[config.mk]
export PLATFORM = sky130hd
export DESIGN_NAME = muldiv_sequencer_flat
export DESIGN_NICKNAME = d
export VERILOG_FILES = /design/src/rtl/muldiv_pkg.sv /design/src/rtl/muldiv_if.sv /design/src/rtl/muldiv_step.sv /design/src/rtl/muldiv_sequencer.sv /design/src/flat_wrapper.sv
export SDC_FILE = /design/constraint.sdc
export NUM_CORES = 1
export LEC_CHECK = 0
export ABC_AREA = 1
export BUFFER_PORTS_ARGS = -buffer_cell sky130_fd_sc_hd__buf_4
export CAP_MARGIN = 10
export CORE_ASPECT_RATIO = 2
export CORE_MARGIN = 5
export CORE_UTILIZATION = 67
export DETAILED_ROUTE_END_ITERATION = 8
export GPL_TIMING_DRIVEN = 1
export PLACE_DENSITY = 0.88
export SYNTH_ARGS = -nofsm -noshare
export SYNTH_HDL_FRONTEND = slang
export SYNTH_SLANG_ARGS = --single-unit
export TNS_END_PERCENT = 10
[constraint.sdc]
create_clock -name clk -period 7.3 [get_ports clk]
set_clock_uncertainty 0.1 [all_clocks]
set_input_delay 0.73 -clock clk [delete_from_list [all_inputs] [get_ports clk]]
set_output_delay 0.73 -clock clk [all_outputs]
set_load 0.02 [all_outputs]
[src/rtl/muldiv_pkg.sv]
// Shared constants for the iterative multiply/divide unit:
// op encodings, sequencing states and the default datapath width.
package muldiv_pkg;

    localparam int DEF_WIDTH = 32;

    localparam logic [1:0] OP_MULT  = 2'b00;
    localparam logic [1:0] OP_MULTU = 2'b01;
    localparam logic [1:0] OP_DIV   = 2'b10;
    localparam logic [1:0] OP_DIVU  = 2'b11;

    typedef enum logic [1:0] {
        S_IDLE,
        S_PREP,
        S_RUN,
        S_FIX
    } state_t;

endpackage

[src/rtl/muldiv_if.sv]
// Execute/decode-facing bundle of the multiply/divide unit.
// master = pipeline side, slave = the sequencer.
interface muldiv_if
    import muldiv_pkg::*;
#(
    parameter int WIDTH = DEF_WIDTH
);

    logic             start;
    logic [1:0]       op;
    logic [WIDTH-1:0] rs_val;
    logic [WIDTH-1:0] rt_val;
    logic             flush;
    logic             mthi;
    logic             mtlo;
    logic [WIDTH-1:0] wdata;
    logic             hilo_rd;
    logic [WIDTH-1:0] hi;
    logic [WIDTH-1:0] lo;
    logic             busy;
    logic             done;
    logic             div_zero;
    logic             stall;

    modport master (
        output start, op, rs_val, rt_val, flush,
        output mthi, mtlo, wdata, hilo_rd,
        input  hi, lo, busy, done, div_zero, stall
    );

    modport slave (
        input  start, op, rs_val, rt_val, flush,
        input  mthi, mtlo, wdata, hilo_rd,
        output hi, lo, busy, done, div_zero, stall
    );

endinterface

[src/rtl/muldiv_step.sv]
// One iteration of the shared datapath: shift-add multiply step
// or restoring-divide step on the {acc_hi, acc_lo} accumulator.
module muldiv_step #(
    parameter int WIDTH = 32
) (
    input  logic             is_div,
    input  logic [WIDTH-1:0] acc_hi,
    input  logic [WIDTH-1:0] acc_lo,
    input  logic [WIDTH-1:0] b,
    output logic [WIDTH-1:0] nxt_hi,
    output logic [WIDTH-1:0] nxt_lo
);

    logic [WIDTH:0]   sum;
    logic [WIDTH:0]   sh;
    logic [WIDTH-1:0] diff;
    logic             ge;

    always_comb begin
        sum  = {1'b0, acc_hi} + (acc_lo[0] ? {1'b0, b} : '0);
        sh   = {acc_hi, acc_lo[WIDTH-1]};
        ge   = (sh >= {1'b0, b});
        // remainder after a successful subtract is < b, so W bits suffice
        diff = sh[WIDTH-1:0] - b;
        if (is_div) begin
            nxt_hi = ge ? diff : sh[WIDTH-1:0];
            nxt_lo = {acc_lo[WIDTH-2:0], ge};
        end else begin
            nxt_hi = sum[WIDTH:1];
            nxt_lo = {sum[0], acc_lo[WIDTH-1:1]};
        end
    end

endmodule

[src/rtl/muldiv_sequencer.sv]
// Iterative MULT/MULTU/DIV/DIVU sequencer owning the HI/LO registers,
// with MTHI/MTLO writes and the decode-stage stall request.
module muldiv_sequencer
    import muldiv_pkg::*;
#(
    parameter int WIDTH = DEF_WIDTH
) (
    input  logic     clk,
    input  logic     reset_n,
    muldiv_if.slave  bus
);

    localparam int CW = $clog2(WIDTH);

    state_t           state, nstate;
    logic [1:0]       op_q;
    logic [WIDTH-1:0] a_q, b_q;
    logic [WIDTH-1:0] acc_hi, acc_lo, bm;
    logic [CW-1:0]    cnt;
    logic             neg_q, neg_r;
    logic [WIDTH-1:0] hi_q, lo_q;
    logic             done_q, dz_q;

    logic             launch;
    logic             is_div, is_sgn;
    logic [WIDTH-1:0] abs_a, abs_b;
    logic [WIDTH-1:0] nxt_hi, nxt_lo;
    logic [2*WIDTH-1:0] prod, prod_s;
    logic [WIDTH-1:0] q_s, r_s;
    logic             dz;

    assign launch = bus.start & ~bus.flush;
    assign is_div = op_q[1];
    assign is_sgn = ~op_q[0];

    muldiv_step #(.WIDTH(WIDTH)) u_step (
        .is_div (is_div),
        .acc_hi (acc_hi),
        .acc_lo (acc_lo),
        .b      (bm),
        .nxt_hi (nxt_hi),
        .nxt_lo (nxt_lo)
    );

    always_comb begin
        abs_a  = (is_sgn && a_q[WIDTH-1]) ? -a_q : a_q;
        abs_b  = (is_sgn && b_q[WIDTH-1]) ? -b_q : b_q;
        prod   = {acc_hi, acc_lo};
        prod_s = neg_q ? -prod : prod;
        q_s    = neg_q ? -acc_lo : acc_lo;
        r_s    = neg_r ? -acc_hi : acc_hi;
        dz     = is_div && (b_q == '0);
    end

    always_ff @(posedge clk or negedge reset_n) begin
        if (!reset_n) state <= S_IDLE;
        else          state <= nstate;
    end

    always_comb begin
        nstate = state;
        unique case (state)
            S_IDLE: if (launch) nstate = S_PREP;
            S_PREP: nstate = bus.flush ? S_IDLE : S_RUN;
            S_RUN: begin
                if (bus.flush)      nstate = S_IDLE;
                else if (cnt == '0) nstate = S_FIX;
            end
            S_FIX:   nstate = S_IDLE;
            default: nstate = S_IDLE;
        endcase
    end

    always_ff @(posedge clk or negedge reset_n) begin
        if (!reset_n) begin
            op_q   <= '0;
            a_q    <= '0;
            b_q    <= '0;
            acc_hi <= '0;
            acc_lo <= '0;
            bm     <= '0;
            cnt    <= '0;
            neg_q  <= 1'b0;
            neg_r  <= 1'b0;
            hi_q   <= '0;
            lo_q   <= '0;
            done_q <= 1'b0;
            dz_q   <= 1'b0;
        end else begin
            done_q <= 1'b0;
            unique case (state)
                S_IDLE: begin
                    if (launch) begin
                        op_q <= bus.op;
                        a_q  <= bus.rs_val;
                        b_q  <= bus.rt_val;
                        dz_q <= 1'b0;
                    end
                    if (!bus.start && bus.mthi) hi_q <= bus.wdata;
                    if (!bus.start && bus.mtlo) lo_q <= bus.wdata;
                end
                S_PREP: begin
                    acc_hi <= '0;
                    acc_lo <= is_div ? abs_a : abs_b;
                    bm     <= is_div ? abs_b : abs_a;
                    cnt    <= CW'(WIDTH - 1);
                    neg_q  <= is_sgn & (a_q[WIDTH-1] ^ b_q[WIDTH-1]);
                    neg_r  <= is_sgn & a_q[WIDTH-1];
                end
                S_RUN: begin
                    acc_hi <= nxt_hi;
                    acc_lo <= nxt_lo;
                    cnt    <= cnt - 1'b1;
                end
                S_FIX: begin
                    if (!bus.flush) begin
                        done_q <= 1'b1;
                        dz_q   <= dz;
                        // divide by zero bypasses the loop result entirely
                        if (dz) begin
                            hi_q <= a_q;
                            lo_q <= '1;
                        end else if (is_div) begin
                            hi_q <= r_s;
                            lo_q <= q_s;
                        end else begin
                            hi_q <= prod_s[2*WIDTH-1:WIDTH];
                            lo_q <= prod_s[WIDTH-1:0];
                        end
                    end
                end
                default: ;
            endcase
        end
    end

    assign bus.hi       = hi_q;
    assign bus.lo       = lo_q;
    assign bus.busy     = (state != S_IDLE);
    assign bus.done     = done_q;
    assign bus.div_zero = dz_q;
    assign bus.stall    = bus.hilo_rd & (bus.busy | bus.start);

endmodule

[src/flat_wrapper.sv]
// flat-port wrapper written by rule: the top's interface ports become plain ports
module muldiv_sequencer_flat import muldiv_pkg::*;
#(
    parameter int WIDTH = DEF_WIDTH
)
  (clk, reset_n, bus_start, bus_op, bus_rs_val, bus_rt_val, bus_flush, bus_mthi, bus_mtlo, bus_wdata, bus_hilo_rd, bus_hi, bus_lo, bus_busy, bus_done, bus_div_zero, bus_stall);
  muldiv_if #(.WIDTH(WIDTH)) bus_i ();
  input  logic clk;
  input  logic reset_n;
  input wire logic [$bits(bus_i.start)-1:0] bus_start;
  input wire logic [$bits(bus_i.op)-1:0] bus_op;
  input wire logic [$bits(bus_i.rs_val)-1:0] bus_rs_val;
  input wire logic [$bits(bus_i.rt_val)-1:0] bus_rt_val;
  input wire logic [$bits(bus_i.flush)-1:0] bus_flush;
  input wire logic [$bits(bus_i.mthi)-1:0] bus_mthi;
  input wire logic [$bits(bus_i.mtlo)-1:0] bus_mtlo;
  input wire logic [$bits(bus_i.wdata)-1:0] bus_wdata;
  input wire logic [$bits(bus_i.hilo_rd)-1:0] bus_hilo_rd;
  output wire logic [$bits(bus_i.hi)-1:0] bus_hi;
  output wire logic [$bits(bus_i.lo)-1:0] bus_lo;
  output wire logic [$bits(bus_i.busy)-1:0] bus_busy;
  output wire logic [$bits(bus_i.done)-1:0] bus_done;
  output wire logic [$bits(bus_i.div_zero)-1:0] bus_div_zero;
  output wire logic [$bits(bus_i.stall)-1:0] bus_stall;
  assign bus_i.start = bus_start;
  assign bus_i.op = bus_op;
  assign bus_i.rs_val = bus_rs_val;
  assign bus_i.rt_val = bus_rt_val;
  assign bus_i.flush = bus_flush;
  assign bus_i.mthi = bus_mthi;
  assign bus_i.mtlo = bus_mtlo;
  assign bus_i.wdata = bus_wdata;
  assign bus_i.hilo_rd = bus_hilo_rd;
  assign bus_hi = bus_i.hi;
  assign bus_lo = bus_i.lo;
  assign bus_busy = bus_i.busy;
  assign bus_done = bus_i.done;
  assign bus_div_zero = bus_i.div_zero;
  assign bus_stall = bus_i.stall;
  muldiv_sequencer #(.WIDTH(WIDTH)) u_core (.clk(clk), .reset_n(reset_n), .bus(bus_i));
endmodule
==> results of run 1 <==
through the flow:
step | instances | hold slack (ns) | instance area [um^2]
2_1_floorplan | 3416 | 0.334 | 20900
3_3_place_gp | 3889 | 0.371 | 22300
3_5_place_dp | 3889 | 0.375 | 22300
4_1_cts | 3932 | 0.0318 | 23200
per-layer routing:
| layer | global-route usage | overflow |
|---|---|---|
| met1 | 0.581 | 0 |
| met2 | 0.805 | 10 |
| met3 | 0.316 | 2 |
| met4 | 0.614 | 6 |
| met5 | 0.0789 | 0 |
kinds of logic after synthesis:
| group | Yosys count | share of synthesized area |
|---|---|---|
| xor+xnor | 91 | 0.0381 |
| fa+ha+maj | 76 | 0.0461 |
| buf+inv | 553 | 0.104 |
| compound gates | 596 | 0.151 |
| flops | 237 | 0.283 |
| simple gates | 1863 | 0.378 |
==> summary.txt, run 1 <==
Global route
  • Vias in the first global route: 26.2k
  • First-pass GRT wire length: 156 mm
  • Gr usage total: 0.582
  • Largest net degree at the start of global routing: 177
  • GRT overflow: 18

Yosys
  • Number of synthesized flops with an enable pin: 0
  • Synthesis Warnings: 0
  • Syn_area_per_cell: 6.13 um^2
  • Prevailing post-synth register cell: dfrtp_1
  • Area leader, netlist: dfrtp_1
  • Synth cell types: 50
  • Most frequent cells after synthesis: nand2_1, nor2_1, inv_1, nand3_1, o21ai_0
  • Mapped Area: 20900 um^2
  • Yosys top cell area share: 0.283
  • Syn Nets: 3597
  • Most numerous cell in the Yosys netlist: nand2_1
  • Post-synth ARST share: 1.00
  • Cells after Synth: 3416
  • #FFs+latches synth: 237
  • Register area share after synthesis: 0.283
  • Top cells by area, synth: dfrtp_1, nand2_1, nand3_1

CTS
  • Clk sinks: 237
  • Root Buffer: clkbuf_16
  • Num CTS Buffers: 24
  • Post-CTS setup repair buffer count: 0
  • Clk buf depth: 3
  • CTS resizes: 0
  • Post-cts hold buffer count: 0
  • Htree depth: 1

Run status
  • Failing step: global routing
  • Stop err: [ERROR GRT-0116] Global routing finished with congestion. Check the congestion regions in the DRC Viewer.
  • Status: stopped before the end

Floorplanning
  • Chip width: 135 um
  • Initial Util: 0.679
  • Die Ht: 260 um
  • Row cnt: 91
  • I/O pin count: 173

Placement
  • Dpl hpwl: 70.2 mm
  • Placer Congestion: 1.27
  • Dpl ws: 3.76 ns
  • PortBufs: 172
==> run 2: changes to the inputs <==
- CORE_ASPECT_RATIO: 2 -> unset
- CORE_UTILIZATION: 67 -> 40
- PLACE_DENSITY: 0.88 -> unset
- PLACE_DENSITY_LB_ADDON: unset -> 0.15
==> run 2 against run 1 <==
  * Area after synthesis did not move
  * The flow now finishes without violations
  * Synthesized cell count is the same
==> summary.txt, run 2 <==
STA
  • Final setup violation count: 0
  • Min Tclk post-route: 3.55 ns
  • Period utilization: 0.487
  • RSZ-0062 raised after global routing: no
  • Final Hold Violating Endpoints: 0
  • Setup tns final: 0 ns
  • Min Hold Slack: 0.113 ns
  • Slew headroom: 0.182
  • Count of final max-slew check failures: 0
  • Fmax: 0.281 GHz
  • Slew @ Worst Pin: 1.23 ns

Global route
  • GRT overflow: 0
  • Initial antenna violation count: 1
  • First-pass GRT wire length: 136 mm
  • Largest net degree at the start of global routing: 111
  • Gr usage total: 0.309
  • Vias in the first global route: 21.7k

Finish
  • Synthesis-to-finish area growth: 13.0%
  • FF+latch area: 5930 um^2
  • Fraction of layout cells with a size suffix above 1: 0.0893
  • Most frequent cells in the layout: nand2_1, nor2_1, inv_1
  • Most common cell after layout, fill and taps aside: nand2_1
  • Diode count: 0
  • Multi-input gate area: 12900 um^2
  • Fin nets: 3686
  • Filler cell count: 5713

Hold path
  • Worst hold path type: input port to async pin

Yosys
  • Prevailing post-synth register cell: dfrtp_1
  • Cells after Synth: 3416 (unchanged)
  • Post-synth ARST share: 1.00 (unchanged)
  • Mapped Area: 20900 um^2 (unchanged)
  • Number of synthesized flops with an enable pin: 0 (unchanged)
  • Top cells by area, synth: dfrtp_1, nand2_1, nand3_1
  • Register area share after synthesis: 0.283 (unchanged)
  • Most frequent cells after synthesis: nand2_1, nor2_1, inv_1, nand3_1, o21ai_0
  • Most numerous cell in the Yosys netlist: nand2_1
  • Synth cell types: 50 (unchanged)
  • Syn_area_per_cell: 6.13 um^2 (unchanged)
  • Syn Nets: 3597 (unchanged)
  • #FFs+latches synth: 237 (unchanged)
  • Synthesis Warnings: 0 (unchanged)
  • Area leader, netlist: dfrtp_1
  • Yosys top cell area share: 0.283 (unchanged)

CTS
  • Post-cts hold buffer count: 0 (unchanged)
  • CTS resizes: 0 (unchanged)
  • Clk sinks: 237 (unchanged)
  • Root Buffer: clkbuf_16
  • Clock slew at reported path FFs: 0.07 ns
  • CTS tree: done
  • Htree depth: 1 (unchanged)
  • Num CTS Buffers: 29 (+21%)
  • Post-CTS setup repair buffer count: 0 (unchanged)
  • Clk buf depth: 3 (unchanged)
  • Clk_lat worst skew: 0.62 ns

Floorplanning
  • Row cnt: 83 (-8.8%)
  • Die Ht: 239 um (-8.2%)
  • Chip width: 239 um (+77%)
  • Core Box Area: 51600 um^2
  • Initial Util: 0.406 (-0.273)
  • I/O pin count: 173 (unchanged)
  • Die area: 57000 um^2

Route
  • Top sig layer: met4
  • Avg Vias per Cell: 5.57
  • Routed wire per std cell: 21.7 um
  • Antenna-violating nets left: 0
  • Initial DRC Count: 2763
  • Met2 WL post-DR: 37.7 mm
  • DRC Markers: 0
  • Met1 WL: 41.1 mm
  • Metal3 WL: 8.62 mm
  • First-pass iteration count of the detailed router: 6
  • Routed WL: 91.4 mm
  • DR vias: 23.4k

Power
  • VDD IR max: 0.243 mV
  • PwrDens: 496 nW/um^2
  • P_leak: 11.9 nW

Placement
  • PortBufs: 172 (unchanged)
  • Dpl hpwl: 72.4 mm (+3.1%)
  • Placer Congestion: 1.02 (-20%)

Run status
  • Status: complete, no violations

Setup path
  • Data required, critical path: 7.68 ns
  • Worst setup path class: flop to flop
  • Crit path DAT: 3.94 ns
  • Worst setup EP type: flop
  • Setup crit start kind: flop
  • Max FO, Critical Path: 35

Flow run
  • Max-cap violations: 0
run 2: cell counts after synthesis:
No cell type changed its count.
run 2: kinds of logic (layout without fill, tap and decap cells):
group	after synthesis	in the layout	share of synthesized area
adders and majority gates	76	76	0.0461
and+or+nand+nor	1863	1863	0.378
AOI/OAI and AO/OA	596	596	0.151
DFF	237	237	0.283
buffers and inverters	553	665	0.104
xor gates and xnor gates	91	91	0.0381
run 2: power breakdown:
group | internal, mW | total (mW) | switching (mW) | leakage (nW)
Combinational | 2.22 | 7.56 | 5.34 | 8.61
Clock | 0.875 | 1.53 | 0.652 | 0.486
Sequential | 1.90 | 2.66 | 0.756 | 2.84
Total | 5.00 | 11.7 | 6.74 | 11.9
run 2: worst max-delay path, stage by stage, from the launching register on:
cell and delay [ns]:
dfrtp_1 1.16, nand2_1 0.10, inv_1 0.09, ha_1 0.16, inv_1 0.06, fa_1 0.42, o21ai_0 0.37, nand2_1 0.10
nand2_1 0.14, nand3_1 0.08, nand2_1 0.17, nand2_1 0.10, nand3_1 0.09, nand3_1 0.08, nand2_1 0.08, inv_1 0.04
nand2_1 0.06, nand2_1 0.04
run 2: layout make-up:
class | count | area share
well taps | 680 | 0.0359
clock buffers | 39 | 0.0352
multi-input cells | 2626 | 0.544
repair buffers | 194 | 0.0618
clock inverters | 15 | 0.00655
flip-flops and latches | 237 | 0.251
inverters | 417 | 0.0662
run 2: per-layer routing:
layer / vias to the layer above / track usage
li1: 11235 / -
met1: 10907 / 0.465
met3: 152 / 0.0464
met5: - / 0
met4: 0 / 0.111
met2: 1132 / 0.450
run 2: metrics by stage:
step | cells | instance area (um^2) | setup WS (ns) | util | power (mW)
finish | 4208 | 23700 | 3.75 | 0.459 | 11.7
floorplan | 3416 | 20900 | 4.60 | - | 7.28
CTS | 4208 | 23700 | 3.83 | 0.459 | 11.6
global placement | 4154 | 22700 | 3.94 | 0.440 | 9.99
detailed placement | 4154 | 22700 | 3.86 | 0.440 | 10.0
global route | 4208 | 23700 | 3.47 | 0.459 | 12.5
run 2: final timing paths:
path	start	endpoint	slack, ns	cells past startpoint
setup / recovery	u_core.acc_lo[0]	u_core.acc_hi[21]	3.75	17
hold / removal	reset_n	u_core.bm[31]	0.11	1
setup reg to reg	u_core.acc_lo[0]	u_core.acc_hi[21]	3.75	17
hold reg to reg	u_core.cnt[4]	u_core.cnt[4]	0.39	1
max in group asynchronous	reset_n	u_core.op_q[1]	5.46	2
min in group clk	bus_rs_val[27]	u_core.a_q[27]	0.22	3
No activity file was read; power rests on OpenSTA's default activity.
